## src/rtl/vc_plane_scheduler.sv

```systemverilog
// VC plane scheduler: locks one demux plane per packet (head to tail), picks planes
// round-robin among free VCs, and force-releases a lock that stalls for MAX_HOLD cycles.
module vc_plane_scheduler #(
    parameter int VC       = 4,
    parameter int INPUTS   = 4,
    parameter int MAX_HOLD = 16
) (
    input  logic              clk,
    input  logic              rst,
    input  logic [INPUTS-1:0] valid_in_bus,
    output logic [INPUTS-1:0] ready_in_bus,
    input  logic              tail_in,
    input  logic [VC-1:0]     vc_free,
    output logic [INPUTS-1:0] valid_out_bus,
    input  logic [INPUTS-1:0] ready_out_bus,
    output logic [VC:0]       VCPlaneSelector,
    output logic              locked,
    output logic              timeout
);

    localparam int LW = (VC > 1) ? $clog2(VC) : 1;
    localparam int HW = (MAX_HOLD > 0) ? $clog2(MAX_HOLD + 1) : 1;
    localparam logic [HW-1:0] HOLD_LAST = HW'((MAX_HOLD > 0) ? MAX_HOLD - 1 : 0);
    localparam logic [LW-1:0] LAST_RST  = LW'(VC - 1);

    typedef enum logic {
        IDLE   = 1'b0,
        LOCKED = 1'b1
    } state_t;

    state_t          state_q, state_d;
    logic [VC:0]     sel_q, sel_d;
    logic [LW-1:0]   last_q, last_d;
    logic [HW-1:0]   hold_q, hold_d;
    logic            timeout_q, timeout_d;

    logic            fire;
    logic            grant_found;
    logic [LW-1:0]   grant_idx;

    assign locked          = (state_q == LOCKED);
    assign fire            = locked & (|(valid_in_bus & ready_out_bus));
    assign valid_out_bus   = locked ? valid_in_bus  : '0;
    assign ready_in_bus    = locked ? ready_out_bus : '0;
    assign VCPlaneSelector = sel_q;
    assign timeout         = timeout_q;

    // Round-robin search: start one past the last grant, wrap, first free plane wins.
    always_comb begin
        grant_found = 1'b0;
        grant_idx   = last_q;
        for (int i = 1; i <= VC; i++) begin
            int            sum;
            logic [LW-1:0] cand;
            sum = int'(last_q) + i;
            if (sum >= VC) sum = sum - VC;
            cand = LW'(sum);
            if (!grant_found && vc_free[cand]) begin
                grant_found = 1'b1;
                grant_idx   = cand;
            end
        end
    end

    always_comb begin
        state_d   = state_q;
        sel_d     = sel_q;
        last_d    = last_q;
        hold_d    = hold_q;
        timeout_d = 1'b0;
        case (state_q)
            IDLE: begin
                hold_d = '0;
                if ((|valid_in_bus) && grant_found) begin
                    state_d           = LOCKED;
                    sel_d             = '0;
                    sel_d[LW-1:0]     = grant_idx;
                    last_d            = grant_idx;
                end
            end
            LOCKED: begin
                // A transfer always beats the stall path, so tail and timeout never coincide.
                if (fire) begin
                    hold_d = '0;
                    if (tail_in) state_d = IDLE;
                end else if ((MAX_HOLD != 0) && (hold_q == HOLD_LAST)) begin
                    state_d   = IDLE;
                    hold_d    = '0;
                    timeout_d = 1'b1;
                end else begin
                    hold_d = hold_q + 1'b1;
                end
            end
            default: state_d = IDLE;
        endcase
    end

    always_ff @(posedge clk or negedge rst) begin
        if (!rst) begin
            state_q   <= IDLE;
            sel_q     <= '0;
            last_q    <= LAST_RST;
            hold_q    <= '0;
            timeout_q <= 1'b0;
        end else begin
            state_q   <= state_d;
            sel_q     <= sel_d;
            last_q    <= last_d;
            hold_q    <= hold_d;
            timeout_q <= timeout_d;
        end
    end

endmodule
```

## config.mk

```make
export PLATFORM = sky130hd
export DESIGN_NAME = vc_plane_scheduler
export DESIGN_NICKNAME = d
export VERILOG_FILES = /design/src/rtl/vc_plane_scheduler.sv
export SDC_FILE = /design/constraint.sdc
export NUM_CORES = 1
export LEC_CHECK = 0
export CAP_MARGIN = 15
export CORE_MARGIN = 2
export CORE_UTILIZATION = 40
export DETAILED_ROUTE_END_ITERATION = 7
export PLACE_DENSITY = 0.89
export SETUP_SLACK_MARGIN = 0.4
export SYNTH_ARGS = -nofsm -noshare
export SYNTH_HDL_FRONTEND = slang
export SYNTH_SLANG_ARGS = --single-unit
```

## constraint.sdc

```tcl
create_clock -name clk -period 1.5 [get_ports clk]
set_input_delay 0.3 -clock clk [delete_from_list [all_inputs] [get_ports clk]]
set_output_delay 0.3 -clock clk [all_outputs]
set_load 0.1 [all_outputs]
```

==> qor.txt, run 1 <==
Total power: 2.74 mW
Arrival @ worst endpoint: 1.16 ns
Share of layout cells above drive strength 1: 0.534
Worst Path Max Fanout: 11
Leakage: 0.585 nW
Initial Util: 0.435
Diodes inserted: 0
Root buf cell: clkbuf_4
Placed Instance Area: 1130 um2
Commonest non-fill, non-tap cell in the layout: buf_4
Placed insts: 117
Critical path launch point type: flip-flop
1st-pass router iterations: 4
Vias per inst: 5.39
Starting DRT DRC Count: 32
Outcome: completed
Row count: 14
Avg WL per Cell: 16.1 um
Setup crit start: locked$_DFF_PN0_
Crit path kind: flip-flop to output port
Pwr dens: 2110 nW/um2
Die height: 44.9 um
Final Skew: 0.00980 ns
Cell variety after synth: 31
Clock-pin slew on the worst setup and hold paths: 0.08 ns
Skew-Pair Late Insertion Delay: 0.28 ns
Max-Cap Viols: 0
Synth top area cells: dfrtp_1 34%, dfstp_2 7.8%, and2_1 7.5%
Total CTS buffers: 3
Hold Buf Count CTS: 0
GRT Total Usage: 0.218
Htree depth: 1
Antenna Nets Post-Route: 0
Required time worst endpoint: 1.20 ns
Register bit total from synthesis: 11
Max IR drop VDD: 1780 uV
CTS tree: built
PortBufs: 26
Yosys warns: 0
Final setup fails: 0
CTS Buffer Depth: 2
Synth Instances: 72
Die footprint: 2020 um2
Slew Limit Fails: 0
Most frequent cells in the layout: 18 x buf_4, 12 x buf_12, 9 x dlygate4sd2_1
Initial antenna violation count: 0
CTS Sinks: 11
Remaining DRCs: 0
Post-DP HPWL: 1.33 mm
Fin crit period: 1.46 ns
Die width: 44.9 um
Final Cell Area: 1290 um2
Vias in the first global route: 722
Final WL: 2.16 mm
Net count, final: 135
Synthesized area: 671 um2
Synth Area per Inst: 9.31 um2
HP Class: input pin to asynchronous set/reset pin
Via Count: 722
Crit path capture type: output port
Layout area overhead: 93.1%
Total I/O pin count: 30
GPL Wtd Cong: 0.872
Placeable Area: 1540 um2
Sequential share of the synthesized area: 0.414
Final std cells w/o fill: 134
Reg-to-reg startpoint: locked$_DFF_PN0_
Area leader, netlist: dfrtp_1
Grt total ovfl: 0
First-pass GRT wire length: 3.23 mm
Final hold violations: 0
Peak Freq: 684 MHz
RSZ-0062 raised after global routing: true
Pin count of the biggest net entering global routing: 12
Tcrit/Tclk final: 0.975
Yosys top cell area share: 0.336
registers in the layout, indices dropped and copies added, names as in the netlist:
signal           count
VCPlaneSelector      2
timeout              1
last_q               2
hold_q               5
locked               1
stage by stage:
| step | hold slack (ns) | util | TNS (ns) | worst slack (ns) |
|---|---|---|---|---|
| global route | 0.379 | 0.840 | -0.0331 | -0.00786 |
| finish | 0.349 | 0.840 | 0 | 0.0372 |
| CTS | 0.367 | 0.787 | 0 | 0.0464 |
| detailed placement | 0.450 | 0.733 | -1.96 | -0.279 |
| floorplan | 0.00441 | - | 0 | 0.0806 |
| global placement | 0.440 | 0.733 | -1.37 | -0.236 |
what timing repair did:
item                       CTS  global route
setup endpoints to repair   23            22
pin swaps                    7             2
setup buffers                7             6
hold endpoints to repair     0             0
resized for setup           14             9
report_power, final:
part           leakage [nW]  internal, mW  total [mW]  switching, mW
logic                 0.436         0.818        1.98           1.17
clock network        0.0150         0.103       0.210          0.107
registers             0.134         0.412       0.543          0.130
critical path, stage by stage (launching register included):
cell     delay [ns]
dfrtp_4        0.54
and2_4         0.19
buf_12         0.16
cells in the mapped netlist:
cell	count
o2111ai_1	1
a22oi_2	2
xnor2_1	1
a2bb2oi_1	1
buf_4	3
o21a_1	2
buf_2	1
xor2_1	1
o22ai_1	2
conb_1	1
dfrtp_1	9
and2_1	8
a31o_1	1
a221oi_1	1
and2b_1	1
nor2_1	6
a21oi_1	1
inv_1	6
dfstp_2	2
nor2_4	1
or2_1	1
nor2_2	1
o41ai_1	1
a211oi_4	1
ha_1	1
o21ai_0	3
nand2_1	4
nand3_1	5
nor2b_1	1
nor3_1	2
nor4_2	1
kinds of logic after synthesis:
family / synth area share
compound gates: 0.203
xor+xnor: 0.0261
fa+ha+maj: 0.0187
buf+inv: 0.0746
flops: 0.414
other cells: 0.00559
simple gates: 0.257
cell type report:
type,instances,area (um2)
clock buffer,4,26.3
fill,96,246
inverter,6,22.5
multi-input combinational,53,434
sequential,11,285
tap,16,20.0
timing repair buffer,44,507
final timing paths:
path                                                        to  slack (ns)  cells after the start
worst max-delay path                           ready_in_bus[3]        0.04                      2
worst min-delay path                          locked$_DFF_PN0_        0.35                      1
worst max register to register  VCPlaneSelector[1]$_DFFE_PN0P_        0.08                      5
worst min register to register             hold_q[0]$_DFF_PN0_        0.46                      1
max in group asynchronous                    timeout$_DFF_PN0_        0.78                      1
min in group clk                           hold_q[0]$_DFF_PN0_        0.46                      1
per-layer routing:
layer | GRT usage | wire length, um | up-vias
met5 | 0 | 0 | -
met2 | 0.403 | 1130 | 43
met1 | 0.243 | 775 | 333
met3 | 0.0520 | 177 | 11
met4 | 0.0706 | 78 | 0
li1 | - | - | 335
Note: power is estimated with default switching activity, not from simulation.
==> inputs of run 2 (changes only) <==
--- a/config.mk
+++ b/config.mk
@@ -5,11 +5,11 @@
 export SDC_FILE = /design/constraint.sdc
 export NUM_CORES = 1
 export LEC_CHECK = 0
-export CAP_MARGIN = 15
 export CORE_MARGIN = 2
 export CORE_UTILIZATION = 40
 export DETAILED_ROUTE_END_ITERATION = 7
 export PLACE_DENSITY = 0.89
+export RECOVER_POWER = 25
 export SETUP_SLACK_MARGIN = 0.4
 export SYNTH_ARGS = -nofsm -noshare
 export SYNTH_HDL_FRONTEND = slang
==> qor.txt, run 2 (synthesis gave the netlist of run 1 again) <==
Outcome: completed
Tcrit/Tclk final: 0.975 (unchanged)
Slew Limit Fails: 0 (unchanged)
Die height: 44.9 um (unchanged)
Initial antenna violation count: 0 (unchanged)
Initial Util: 0.435 (unchanged)
Met2 Track Usage GR: 0.403 (unchanged)
Final setup fails: 0 (unchanged)
HP Class: input pin to asynchronous set/reset pin
Grt total ovfl: 0 (unchanged)
Diodes inserted: 0 (unchanged)
Most frequent cells in the layout: 18 x buf_4, 12 x buf_12, 9 x dlygate4sd2_1
Vias per inst: 5.39 (unchanged)
Hold Buf Count CTS: 0 (unchanged)
Skew-Pair Late Insertion Delay: 0.28 ns (about the same)
Total I/O pin count: 30 (unchanged)
Peak Freq: 684 MHz (unchanged)
Worst Path Max Fanout: 11 (unchanged)
Leakage: 0.585 nW (about the same)
Final std cells w/o fill: 134 (unchanged)
Required time worst endpoint: 1.20 ns (about the same)
Place WS: -0.279 ns (unchanged)
First-pass GRT wire length: 3.23 mm (unchanged)
Top Usage Layer GRT: met2
Max-Cap Viols: 0 (unchanged)
Slew Limit Headroom: 0.667
Pwr dens: 2110 nW/um2 (about the same)
Commonest non-fill, non-tap cell in the layout: buf_4
GPL Wtd Cong: 0.872 (unchanged)
GRT met3 Usage: 0.0520 (unchanged)
Fin Setup TNS: 0 ns (unchanged)
Met1 Usage GRT: 0.243 (unchanged)
RSZ-0062 raised after global routing: true
Final hold violations: 0 (unchanged)
Max IR drop VDD: 1780 uV (unchanged)
Placeable Area: 1540 um2 (unchanged)
Via Count: 722 (unchanged)
Placed Instance Area: 1130 um2 (unchanged)
Crit path capture type: output port
Die width: 44.9 um (unchanged)
Final Skew: 0.00980 ns (unchanged)
Post-DP HPWL: 1.33 mm (unchanged)
CTS tree: built
Die footprint: 2020 um2 (unchanged)
Filler instances: 96 (unchanged)
CTS Buffer Depth: 2 (unchanged)
Arrival @ worst endpoint: 1.16 ns (about the same)
CTS Sinks: 11 (unchanged)
GRT Total Usage: 0.218 (unchanged)
Antenna Nets Post-Route: 0 (unchanged)
Critical path launch point type: flip-flop
Placed insts: 117 (unchanged)
Layout area overhead: 93.1% (unchanged)
Total CTS buffers: 3 (unchanged)
Largest Register: hold_q
Row count: 14 (unchanged)
Worst Setup Slack, final: 0.0372 ns (unchanged)
Fin crit period: 1.46 ns (unchanged)
Clock-pin slew on the worst setup and hold paths: 0.08 ns (about the same)
Pin count of the biggest net entering global routing: 12 (unchanged)
Fin util: 0.840 (unchanged)
Starting DRT DRC Count: 32 (unchanged)
Final Cell Area: 1290 um2 (unchanged)
Share of layout cells above drive strength 1: 0.534 (unchanged)
Htree depth: 1 (unchanged)
1st-pass router iterations: 4 (unchanged)
Avg WL per Cell: 16.1 um (about the same)
Max reg flops: 5 (unchanged)
Remaining DRCs: 0 (unchanged)
PortBufs: 26 (unchanged)
Crit path kind: flip-flop to output port
Worst Max-Slew Pin Slew: 0.498 ns
Root buf cell: clkbuf_4
Vias in the first global route: 722 (unchanged)
Net count, final: 135 (unchanged)
Final WL: 2.16 mm (about the same)
==> run 2: per-stage QoR <==
step | total power, mW | hold WS, ns
final | 2.74 | 0.419
after global routing | 2.84 | 0.449
after CTS | 2.53 | 0.367
after detailed placement | 2.22 | 0.450
after global placement | 2.19 | 0.440
after floorplan | 1.64 | 0.00441
==> run 2: worst max-delay path, cell delays in order (launching register included) <==
cell and delay [ns]:
dfrtp_4 0.54, and2_4 0.19, buf_12 0.16
==> run 2: where the power goes <==
part	internal [mW]	total [mW]	switching (mW)
clock	0.103	0.210	0.107
sequential	0.412	0.543	0.130
combinational	0.818	1.98	1.17
total	1.33	2.74	1.40
==> run 2: area by class of cell <==
type,instances,area (um2),area share
timing repair buffer,44,507,0.391
multi-input combinational,53,434,0.335
sequential,11,285,0.220
clock buffer,4,26.3,0.0203
inverter,6,22.5,0.0174
tap,16,20.0,0.0155
==> run 2: what timing repair did <==
action,CTS,global route
endpoints found under the setup margin,23,22
buffers inserted,7,6
pin swaps,7,2
gates resized for setup,14,9
==> run 2: path summary, 6_finish.rpt <==
path                                     start                              to  slack [ns]  cells past startpoint
setup / recovery              locked$_DFF_PN0_                 ready_in_bus[3]        0.04                      2
hold reg to reg            hold_q[0]$_DFF_PN0_             hold_q[0]$_DFF_PN0_        0.46                      1
setup reg to reg              locked$_DFF_PN0_  VCPlaneSelector[1]$_DFFE_PN0P_        0.08                      5
min in group clk           hold_q[0]$_DFF_PN0_             hold_q[0]$_DFF_PN0_        0.46                      1
hold / removal                             rst                locked$_DFF_PN0_        0.42                      1
max in group asynchronous                  rst               timeout$_DFF_PN0_        0.71                      1
==> run 2: per-layer routing <==
| metal | vias up | share of wire |
|---|---|---|
| li1 | 335 | - |
| met1 | 333 | 0.36 |
| met4 | 0 | 0.036 |
| met2 | 43 | 0.52 |
| met5 | - | 0 |
| met3 | 11 | 0.082 |
==> inputs of run 3 (changes only) <==
--- a/config.mk
+++ b/config.mk
@@ -6,9 +6,9 @@
 export NUM_CORES = 1
 export LEC_CHECK = 0
 export CORE_MARGIN = 2
-export CORE_UTILIZATION = 40
+export CORE_UTILIZATION = 35
 export DETAILED_ROUTE_END_ITERATION = 7
-export PLACE_DENSITY = 0.89
+export PLACE_DENSITY = 0.81
 export RECOVER_POWER = 25
 export SETUP_SLACK_MARGIN = 0.4
 export SYNTH_ARGS = -nofsm -noshare
==> qor.txt, run 3 (synthesis gave the netlist of run 1 again) <==
Antenna Nets Post-Route: 0 (unchanged)
Vias per inst: 4.78 (-11%)
Worst Path Max Fanout: 11 (unchanged)
Max-Cap Viols: 0 (unchanged)
Initial Util: 0.380 (-0.0549)
Int Power: 1.22 mW (-8.3%)
Starting DRT DRC Count: 3 (-91%)
Fin util: 0.687 (-0.153)
Max IR drop VDD: 1520 uV (-14%)
CTS Buffer Depth: 2 (unchanged)
Hold Buf Count CTS: 0 (unchanged)
Root buf cell: clkbuf_4
Placeable Area: 1760 um2 (+14%)
Total I/O pin count: 30 (unchanged)
Sw frac: 0.515 (+0.00191)
Most frequent cells in the layout: 12 x buf_12, 10 x buf_4, 9 x dlygate4sd2_1
Largest Register: hold_q
Total CTS buffers: 3 (unchanged)
Clock share of power: 0.081 (+0.004)
Max reg flops: 5 (unchanged)
FF-to-FF setup slack: 0.13 ns (+0.05 ns)
Vias in the first global route: 640 (-11%)
GPL Wtd Cong: 0.776 (-11%)
Post-DP HPWL: 1.36 mm (+1.6%)
Row count: 15 (+1)
Share of layout cells above drive strength 1: 0.464 (-0.0703)
Tcrit/Tclk final: 0.968 (-0.00730)
Final WL: 1.75 mm (-19%)
Clock-pin slew on the worst setup and hold paths: 0.07 ns (about the same)
HP Class: input pin to asynchronous set/reset pin
Layout area overhead: 80.8%
Total power: 2.52 mW (-7.9%)
Required time worst endpoint: 1.20 ns (about the same)
Leakage: 0.538 nW (-8.1%)
Diodes inserted: 0 (unchanged)
Place WS: -0.296 ns (-0.0177 ns)
Final setup fails: 0 (unchanged)
1st-pass router iterations: 2 (-2)
RSZ-0062 raised after global routing: true
Die footprint: 2280 um2 (+13%)
GRT Total Usage: 0.192 (-0.0265)
R2R cell count: 4 (-1)
CTS tree: built
Critical path launch point type: flip-flop
Peak Freq: 689 MHz (+0.75%)
Commonest non-fill, non-tap cell in the layout: buf_12
Net Switching: 1.30 mW (-7.6%)
Combinational power share: 0.704 (-0.021)
Final hold violations: 0 (unchanged)
Remaining DRCs: 0 (unchanged)
Grt total ovfl: 0 (unchanged)
Die height: 47.8 um (+6.3%)
First-pass GRT wire length: 2.88 mm (-11%)
PortBufs: 26 (unchanged)
Htree depth: 1 (unchanged)
Die width: 47.8 um (+6.3%)
CTS Sinks: 11 (unchanged)
Outcome: completed
Net count, final: 127 (-5.9%)
Initial antenna violation count: 0 (unchanged)
Crit path kind: flip-flop to output port
Reg power frac: 0.215 (+0.017)
Avg WL per Cell: 13.0 um (-19%)
Pwr dens: 2080 nW/um2 (-1.7%)
Fin Setup TNS: 0 ns (unchanged)
Worst Setup Slack, final: 0.0482 ns (+0.0109 ns)
Crit path capture type: output port
Fin crit period: 1.45 ns (-0.0109 ns)
Pin count of the biggest net entering global routing: 12 (unchanged)
Final Skew: 0.00449 ns (-0.00531 ns)
Slew Limit Fails: 0 (unchanged)
Arrival @ worst endpoint: 1.15 ns (about the same)
Skew-Pair Late Insertion Delay: 0.27 ns (about the same)
Via Count: 645 (-11%)
-- run 3: power groups by stage --
stage | combinational [mW] | clock, mW | sequential (mW)
finish | 1.77 | 0.204 | 0.542
global route | 1.84 | 0.229 | 0.560
CTS | 1.75 | 0.215 | 0.549
detailed placement | 1.65 | 0 | 0.561
global placement | 1.63 | 0 | 0.555
floorplan | 0.851 | 0 | 0.787
-- run 3: cell type report --
type                       count  area [um2]
fill                         147         552
timing repair buffer          36         447
multi-input combinational     53         400
tap                           25        31.3
clock buffer                   4        26.3
inverter                       6        22.5
sequential                    11         285
-- run 3: worst paths after layout --
check | from | end
hold reg to reg | hold_q[0]$_DFF_PN0_ | hold_q[0]$_DFF_PN0_
hold / removal | rst | locked$_DFF_PN0_
setup reg to reg | locked$_DFF_PN0_ | VCPlaneSelector[0]$_DFFE_PN0P_
setup / recovery | locked$_DFF_PN0_ | valid_out_bus[2]
min in group clk | hold_q[0]$_DFF_PN0_ | hold_q[0]$_DFF_PN0_
max in group asynchronous | rst | locked$_DFF_PN0_
-- run 3: metal layers --
metal	wire length, um	track usage
met4	10	0.114
met2	957	0.336
met5	0	0
met3	168	0.0604
met1	618	0.199
-- run 3: worst max-delay path: stages (launching register included) --
cell and delay (ns):
dfrtp_4 0.53, and2_4 0.19, buf_12 0.16
-- run 3: stage by stage --
stage | instance area, um2 | hold WS, ns | std cells
floorplan | 726 | 0.00441 | 74
CTS | 1200 | 0.359 | 134
finish | 1210 | 0.418 | 135
global route | 1210 | 0.464 | 135
detailed placement | 1130 | 0.449 | 125
global placement | 1130 | 0.440 | 125
-- run 3: repair_timing --
item                                    in CTS  in global routing
hold endpoints to repair                     0                  0
setup buffers                                5                  1
gates resized for setup                     14                  1
endpoints found under the setup margin      23                 23
pin swaps                                    7                  1
